--- config.mk ---
export PLATFORM = sky130hd
export DESIGN_NAME = game_sequencer_flat
export DESIGN_NICKNAME = d
export VERILOG_FILES = /design/src/rtl/game_sequencer_if.sv /design/src/rtl/game_sequencer.sv /design/src/flat_wrapper.sv
export SDC_FILE = /design/constraint.sdc
export NUM_CORES = 1
export LEC_CHECK = 0
export CAP_MARGIN = 20
export CELL_PAD_IN_SITES_DETAIL_PLACEMENT = 1
export CELL_PAD_IN_SITES_GLOBAL_PLACEMENT = 1
export CORE_UTILIZATION = 39
export CTS_CLUSTER_SIZE = 25
export DETAILED_ROUTE_END_ITERATION = 16
export MAX_ROUTING_LAYER = met4
export PLACE_DENSITY = 0.8
export SLEW_MARGIN = 5
export SYNTH_ARGS = -nofsm -noshare
export SYNTH_HDL_FRONTEND = slang
export SYNTH_SLANG_ARGS = --single-unit
--- constraint.sdc ---
create_clock -name clock -period 2.8 [get_ports clock]
set_input_delay 0.42 -clock clock [delete_from_list [all_inputs] [get_ports clock]]
set_output_delay 0.42 -clock clock [all_outputs]
set_load 0.02 [all_outputs]
--- src/rtl/game_sequencer_if.sv ---
// game_sequencer_if: frame timer / datapath handshake bundle around the frame sequencer.
interface game_sequencer_if #(
  parameter int NUM_SPRITES = 4,
  parameter int IDX_W = 4
);
  logic frame_tick;
  logic pause;
  logic [NUM_SPRITES-1:0] sprite_en;
  logic collide_done;
  logic map_done;
  logic sprite_done;
  logic [3:0] state;
  logic init;
  logic idle;
  logic gen_move;
  logic check_collide;
  logic apply_act_link;
  logic move_enemies;
  logic draw_map;
  logic draw_sprite;
  logic [IDX_W-1:0] sprite_idx;
  logic [15:0] frame_count;
  logic tick_pending;
  logic overrun;
  logic timeout_err;
  modport master (
    output frame_tick, pause, sprite_en, collide_done, map_done, sprite_done,
    input state, init, idle, gen_move, check_collide, apply_act_link, move_enemies,
    input draw_map, draw_sprite, sprite_idx, frame_count, tick_pending, overrun, timeout_err
  );
  modport slave (
    input frame_tick, pause, sprite_en, collide_done, map_done, sprite_done,
    output state, init, idle, gen_move, check_collide, apply_act_link, move_enemies,
    output draw_map, draw_sprite, sprite_idx, frame_count, tick_pending, overrun, timeout_err
  );
endinterface

--- src/rtl/game_sequencer.sv ---
// game_sequencer: Moore FSM ordering per-frame phases with sprite iteration, tick latch and watchdog.
module game_sequencer #(
  parameter int NUM_SPRITES = 4,
  parameter int IDX_W = 4,
  parameter int TIMEOUT = 65535,
  parameter int TO_W = 16
) (
  input logic clock,
  input logic reset,
  game_sequencer_if.slave bus
);
  typedef enum logic [3:0] {
    INIT = 4'd0, IDLE = 4'd1, GEN = 4'd2, COLL = 4'd3,
    LINK = 4'd4, MOVE = 4'd5, MAP = 4'd6, SPRITE = 4'd7
  } state_t;
  state_t state_q, state_d;
  logic [IDX_W-1:0] idx_q, idx_d, lo_idx, hi_idx;
  logic [NUM_SPRITES-1:0] mask_q, mask_d;
  logic [15:0] fc_q, fc_d;
  logic [TO_W-1:0] wd_q, wd_d;
  logic pend_q, pend_d, ovr_q, ovr_d, terr_q, terr_d;
  logic hi_ok, waiting, done, expire, adv, tick;
  assign tick = bus.frame_tick;
  assign waiting = state_q inside {COLL, MAP, SPRITE};
  assign done = (state_q == COLL && bus.collide_done) || (state_q == MAP && bus.map_done) ||
                (state_q == SPRITE && bus.sprite_done);
  assign expire = waiting && !done && wd_q == TO_W'(TIMEOUT - 1);
  assign adv = done || expire;
  // Descending scan leaves the lowest qualifying bit in each result.
  always_comb begin
    lo_idx = '0;
    hi_idx = '0;
    hi_ok = 1'b0;
    for (int i = NUM_SPRITES - 1; i >= 0; i--) begin
      if (bus.sprite_en[i]) lo_idx = IDX_W'(i);
      if (mask_q[i] && IDX_W'(i) > idx_q) begin
        hi_idx = IDX_W'(i);
        hi_ok = 1'b1;
      end
    end
  end
  always_comb begin
    state_d = state_q;
    idx_d = idx_q;
    mask_d = mask_q;
    fc_d = fc_q;
    pend_d = state_q == IDLE ? 1'b0 : pend_q | tick;
    ovr_d = ovr_q | (state_q != IDLE && tick && pend_q);
    terr_d = terr_q | expire;
    case (state_q)
      INIT: state_d = MAP;
      IDLE: if (tick || pend_q) state_d = bus.pause ? MAP : GEN;
      GEN: state_d = COLL;
      COLL: if (adv) state_d = LINK;
      LINK: state_d = MOVE;
      MOVE: state_d = MAP;
      MAP: if (adv) begin
        mask_d = bus.sprite_en;
        if (|bus.sprite_en) begin
          state_d = SPRITE;
          idx_d = lo_idx;
        end else begin
          state_d = IDLE;
          fc_d = fc_q + 16'd1;
        end
      end
      SPRITE: if (adv) begin
        if (hi_ok) idx_d = hi_idx;
        else begin
          state_d = IDLE;
          fc_d = fc_q + 16'd1;
        end
      end
      default: state_d = IDLE;
    endcase
    wd_d = (waiting && state_d == state_q && idx_d == idx_q) ? wd_q + TO_W'(1) : '0;
  end
  always_ff @(posedge clock) begin
    if (reset) begin
      state_q <= INIT;
      idx_q <= '0;
      mask_q <= '0;
      fc_q <= '0;
      wd_q <= '0;
      pend_q <= 1'b0;
      ovr_q <= 1'b0;
      terr_q <= 1'b0;
    end else begin
      state_q <= state_d;
      idx_q <= idx_d;
      mask_q <= mask_d;
      fc_q <= fc_d;
      wd_q <= wd_d;
      pend_q <= pend_d;
      ovr_q <= ovr_d;
      terr_q <= terr_d;
    end
  end
  assign bus.state = state_q;
  assign bus.init = state_q == INIT;
  assign bus.idle = state_q == IDLE;
  assign bus.gen_move = state_q == GEN;
  assign bus.check_collide = state_q == COLL;
  assign bus.apply_act_link = state_q == LINK;
  assign bus.move_enemies = state_q == MOVE;
  assign bus.draw_map = state_q == MAP;
  assign bus.draw_sprite = state_q == SPRITE;
  assign bus.sprite_idx = idx_q;
  assign bus.frame_count = fc_q;
  assign bus.tick_pending = pend_q;
  assign bus.overrun = ovr_q;
  assign bus.timeout_err = terr_q;
endmodule

--- src/flat_wrapper.sv ---
// flat-port wrapper written by rule: the top's interface ports become plain ports
module game_sequencer_flat 
#(
  parameter int NUM_SPRITES = 4,
  parameter int IDX_W = 4,
  parameter int TIMEOUT = 65535,
  parameter int TO_W = 16
)
  (clock, reset, bus_frame_tick, bus_pause, bus_sprite_en, bus_collide_done, bus_map_done, bus_sprite_done, bus_state, bus_init, bus_idle, bus_gen_move, bus_check_collide, bus_apply_act_link, bus_move_enemies, bus_draw_map, bus_draw_sprite, bus_sprite_idx, bus_frame_count, bus_tick_pending, bus_overrun, bus_timeout_err);
  game_sequencer_if #(.NUM_SPRITES(NUM_SPRITES), .IDX_W(IDX_W)) bus_i ();
  input logic clock;
  input logic reset;
  input wire logic [$bits(bus_i.frame_tick)-1:0] bus_frame_tick;
  input wire logic [$bits(bus_i.pause)-1:0] bus_pause;
  input wire logic [$bits(bus_i.sprite_en)-1:0] bus_sprite_en;
  input wire logic [$bits(bus_i.collide_done)-1:0] bus_collide_done;
  input wire logic [$bits(bus_i.map_done)-1:0] bus_map_done;
  input wire logic [$bits(bus_i.sprite_done)-1:0] bus_sprite_done;
  output wire logic [$bits(bus_i.state)-1:0] bus_state;
  output wire logic [$bits(bus_i.init)-1:0] bus_init;
  output wire logic [$bits(bus_i.idle)-1:0] bus_idle;
  output wire logic [$bits(bus_i.gen_move)-1:0] bus_gen_move;
  output wire logic [$bits(bus_i.check_collide)-1:0] bus_check_collide;
  output wire logic [$bits(bus_i.apply_act_link)-1:0] bus_apply_act_link;
  output wire logic [$bits(bus_i.move_enemies)-1:0] bus_move_enemies;
  output wire logic [$bits(bus_i.draw_map)-1:0] bus_draw_map;
  output wire logic [$bits(bus_i.draw_sprite)-1:0] bus_draw_sprite;
  output wire logic [$bits(bus_i.sprite_idx)-1:0] bus_sprite_idx;
  output wire logic [$bits(bus_i.frame_count)-1:0] bus_frame_count;
  output wire logic [$bits(bus_i.tick_pending)-1:0] bus_tick_pending;
  output wire logic [$bits(bus_i.overrun)-1:0] bus_overrun;
  output wire logic [$bits(bus_i.timeout_err)-1:0] bus_timeout_err;
  assign bus_i.frame_tick = bus_frame_tick;
  assign bus_i.pause = bus_pause;
  assign bus_i.sprite_en = bus_sprite_en;
  assign bus_i.collide_done = bus_collide_done;
  assign bus_i.map_done = bus_map_done;
  assign bus_i.sprite_done = bus_sprite_done;
  assign bus_state = bus_i.state;
  assign bus_init = bus_i.init;
  assign bus_idle = bus_i.idle;
  assign bus_gen_move = bus_i.gen_move;
  assign bus_check_collide = bus_i.check_collide;
  assign bus_apply_act_link = bus_i.apply_act_link;
  assign bus_move_enemies = bus_i.move_enemies;
  assign bus_draw_map = bus_i.draw_map;
  assign bus_draw_sprite = bus_i.draw_sprite;
  assign bus_sprite_idx = bus_i.sprite_idx;
  assign bus_frame_count = bus_i.frame_count;
  assign bus_tick_pending = bus_i.tick_pending;
  assign bus_overrun = bus_i.overrun;
  assign bus_timeout_err = bus_i.timeout_err;
  game_sequencer #(.NUM_SPRITES(NUM_SPRITES), .IDX_W(IDX_W), .TIMEOUT(TIMEOUT), .TO_W(TO_W)) u_core (.clock(clock), .reset(reset), .bus(bus_i));
endmodule
==> results of run 1 <==
[Yosys cell counts (all sizes together), types with 3 or more instances]
master / count / area [um^2]
a211oi: 5 / 47.5
a21oi: 19 / 106
a311oi: 4 / 35.0
and2: 4 / 25.0
and3: 13 / 86.3
buf: 8 / 57.6
clkbuf: 5 / 18.8
dfxtp: 46 / 921
ha: 3 / 37.5
inv: 7 / 26.3
nand2: 17 / 63.8
nand3: 14 / 75.1
nand4: 6 / 37.5
nor2: 28 / 108
nor2b: 3 / 18.8
nor3: 21 / 110
nor4: 3 / 18.8
o21ai: 16 / 80.1
or2: 3 / 18.8
or3: 4 / 25.0
xnor2: 8 / 70.1
xor2: 18 / 158
[metal layers]
layer | track usage (%) | share of wire, %
met1 | 28.3 | 49
met2 | 35.7 | 46
met3 | 4.38 | 3.6
met4 | 4.29 | 0.79
met5 | - | 0
[critical path, delay by kind of cell (launching register included)]
kind / cells / cell delay [ps]
buffers and inverters: 1 / 710
DFF: 1 / 630
and+or+nand+nor: 1 / 530
[cell usage in the layout, fill, tap and decap left out, types with 6 or more instances in the layout]
cell type	synthesis	routed
sky130_fd_sc_hd__a21oi_1	18	18
sky130_fd_sc_hd__and3_1	12	12
sky130_fd_sc_hd__buf_4	0	12
sky130_fd_sc_hd__clkdlybuf4s50_1	0	45
sky130_fd_sc_hd__dfxtp_1	46	46
sky130_fd_sc_hd__inv_1	7	7
sky130_fd_sc_hd__nand2_1	17	17
sky130_fd_sc_hd__nand3_1	13	13
sky130_fd_sc_hd__nand4_1	6	6
sky130_fd_sc_hd__nor2_1	27	27
sky130_fd_sc_hd__nor3_1	20	20
sky130_fd_sc_hd__o21ai_0	14	14
sky130_fd_sc_hd__xnor2_1	8	8
sky130_fd_sc_hd__xor2_1	18	18
[through the flow]
stage          worst slack (ps)  instances  hold slack, ps  utilization (%)  setup TNS (ps)
3_3_place_gp               49.3        403             450             50.4               0
5_1_grt                    85.3        411             510             51.8               0
6_report                    218        411             486             51.8               0
3_5_place_dp              -13.6        403             461             50.4           -13.6
2_1_floorplan               274        283             462                -               0
4_1_cts                     211        411             492             51.8               0
[sequential cells by signal, indices dropped and copies added, names as in the netlist]
register,flops
u_core.bus.sprite_idx,4
u_core.bus.state,4
u_core.bus.frame_count,16
u_core.bus.overrun,1
u_core.bus.timeout_err,1
u_core.wd_q,16
u_core.bus.tick_pending,1
u_core.mask_q,3
[area by class of cell]
type	count	area (um^2)	share of cell area (%)
clock buffer	6	72.6	2.34
timing repair buffer	58	561	18.1
sequential	46	921	29.7
tap	75	93.8	3.02
clock inverter	2	13.8	0.443
multi-input combinational	217	1420	45.6
inverter	7	26.3	0.846
[worst max-delay path by stage]
| stage | start | end | slack [ps] | depth (start not counted) |
|---|---|---|---|---|
| after CTS | u_core.bus.state[0]$_SDFF_PP0_ | bus_idle | 210 | 2 |
| final | u_core.bus.state[0]$_SDFF_PP0_ | bus_move_enemies | 220 | 2 |
| after global routing | u_core.bus.state[0]$_SDFF_PP0_ | bus_move_enemies | 90 | 2 |
| after floorplan | u_core.bus.state[1]$_SDFF_PP0_ | u_core.wd_q[10]$_SDFF_PP0_ | 270 | 8 |
| after detailed placement | bus_sprite_en[1] | u_core.wd_q[12]$_SDFF_PP0_ | -10 | 10 |
| after global placement | bus_sprite_en[1] | u_core.wd_q[4]$_SDFF_PP0_ | 50 | 10 |
[cell families after synthesis]
logic type,Yosys count,share of synthesized area [%]
simple gates,127,28.7
flops,46,37.7
mux,2,1.03
other cells,1,0.154
xor+xnor,26,9.33
buf+inv,20,4.21
fa+ha+maj,3,1.54
compound gates,58,17.3
[where the power goes]
group	leakage (nW)	internal, mW	total (mW)	switching, mW
clock network	0.0452	0.177	0.411	0.234
registers	0.372	0.662	0.681	0.0184
logic	0.714	0.0832	0.192	0.109
total	1.13	0.922	1.28	0.362
==> metrics.cfg, run 1 <==
[finish]
finish.net_count = 349
insertedDiodeCount = 0
fillCellCount = 699
layout.cell_area.non_filler_um2 = 3100
drive_gt1_share_pct = 10.7
syn2layout_area_growth_pct = 27.2

[synthesis]
yosysWarningCount = 0
postSynth.topFlopCell = sky130_fd_sc_hd__dfxtp_1
ys_async_sr_fraction_pct = 0
synth_enable_flop_cells = 0
syn_inst = 283
net_count_of_the_mapped_netlist = 297
postSynthRegisterBits = 46
synth_cell_types = 57
synth.yosys.seq_area_share_pct = 37.7
post_synth.cell_area_avg_um2 = 8.62
mappedNetlistArea_um2 = 2440

[critical_path]
r2r.worst_path.cells = 8
worst-setup-path-type = reg -> out
worst_setup_path_end_kind = output pin
cp_max_fo = 14
worstPathCellList = nor4bb_1, clkdlybuf4s50_1
critPathArrivalTime_ps = 2160
slack_of_the_worst_reg_to_reg_path_ps = 330
rr_startpoint = u_core.bus.state[3]$_SDFF_PP0_
crit-reg2reg-capture = u_core.wd_q[12]$_SDFF_PP0_
cp-start-kind = register
critical_path.max_stage_delay_ps = 710
timing.critical_path.required_ps = 2380
worst_path_max_delay_cell = sky130_fd_sc_hd__clkdlybuf4s50_1

[flow_run]
max_cap_viol_count = 0

[global_routing]
number_of_antenna_violations_at_the_first_check_in_global_routing = 0
grt_pass1_wl_um = 10800
grt_overflow_total = 0
via_count_of_the_first_global_routing_pass = 2223
largest_net_degree_at_the_start_of_global_routing = 29
gr-usage-all-layers_pct = 22.0

[sta]
drv_slew = 0
hold_violation_count_in_the_final_report = 0
fmax_ghz = 0.387
rsz0062_at_grt = no
layout_worst_path_cycle_share_pct = 92.2
slew_at_the_pin_with_the_worst_max_slew_slack_ps = 520
slew_headroom_pct = 65.4
setup-violations-final = 0
final_clock_skew_ps = 5.36
post-route-min-period_ps = 2580

[cts]
path_clk_slew_ps = 90
cts_buffers = 5
cts_tree = built
clockBufferDepth = 2
clk_root_buffer_cell = sky130_fd_sc_hd__clkbuf_8
cts.sinks = 46
cts_hold_buffers = 0
htreeDepth = 2
clk_latency_ps = 300
postCtsSetupRepairBufs = 0
postCtsResizedCells = 0

[floorplan]
die-width_um = 81.1
row_count = 28
die_y_um = 81.1
floorplan.die_area_um2 = 6580
initial_core_util_pct = 40.7
floorplan.core_area_um2 = 5990
io-pin-count = 46

[drt]
vias_per_cell = 5.65
vias = 2322
number_of_nets_with_antenna_violations_after_routing = 0
drt-initial-drc-count = 115
routed_wl_um = 6680
route.detailed.wl_per_inst_um = 16.3
drtPass1Iterations = 4
drc_errors = 0

[power]
peakVddDrop_v = 0.000203
p_leak_nw = 1.13
totalPowerFinal_mw = 1.28
power_density_nw_per_um2 = 413

[placed_design]
port_buffer_count = 45
place_hpwl_um = 4860
globalplace.congestion = 0.869
placed_area_um2 = 3020

[status]
status = completed

[min_path]
hp-class = reg -> reg
hold_path_startpoint = u_core.bus.timeout_err$_SDFF_PP0_
worst_hold_path.endpoint = u_core.bus.timeout_err$_SDFF_PP0_
hold_depth = 2

Power figures use the tool's default switching activity.
==> inputs of run 2 (changes only) <==
CAP_MARGIN = unset   (was 20)
TNS_END_PERCENT = 100   (was unset)
==> results of run 2 <==
Final layout, timing and power as in run 1 (identical DEF).
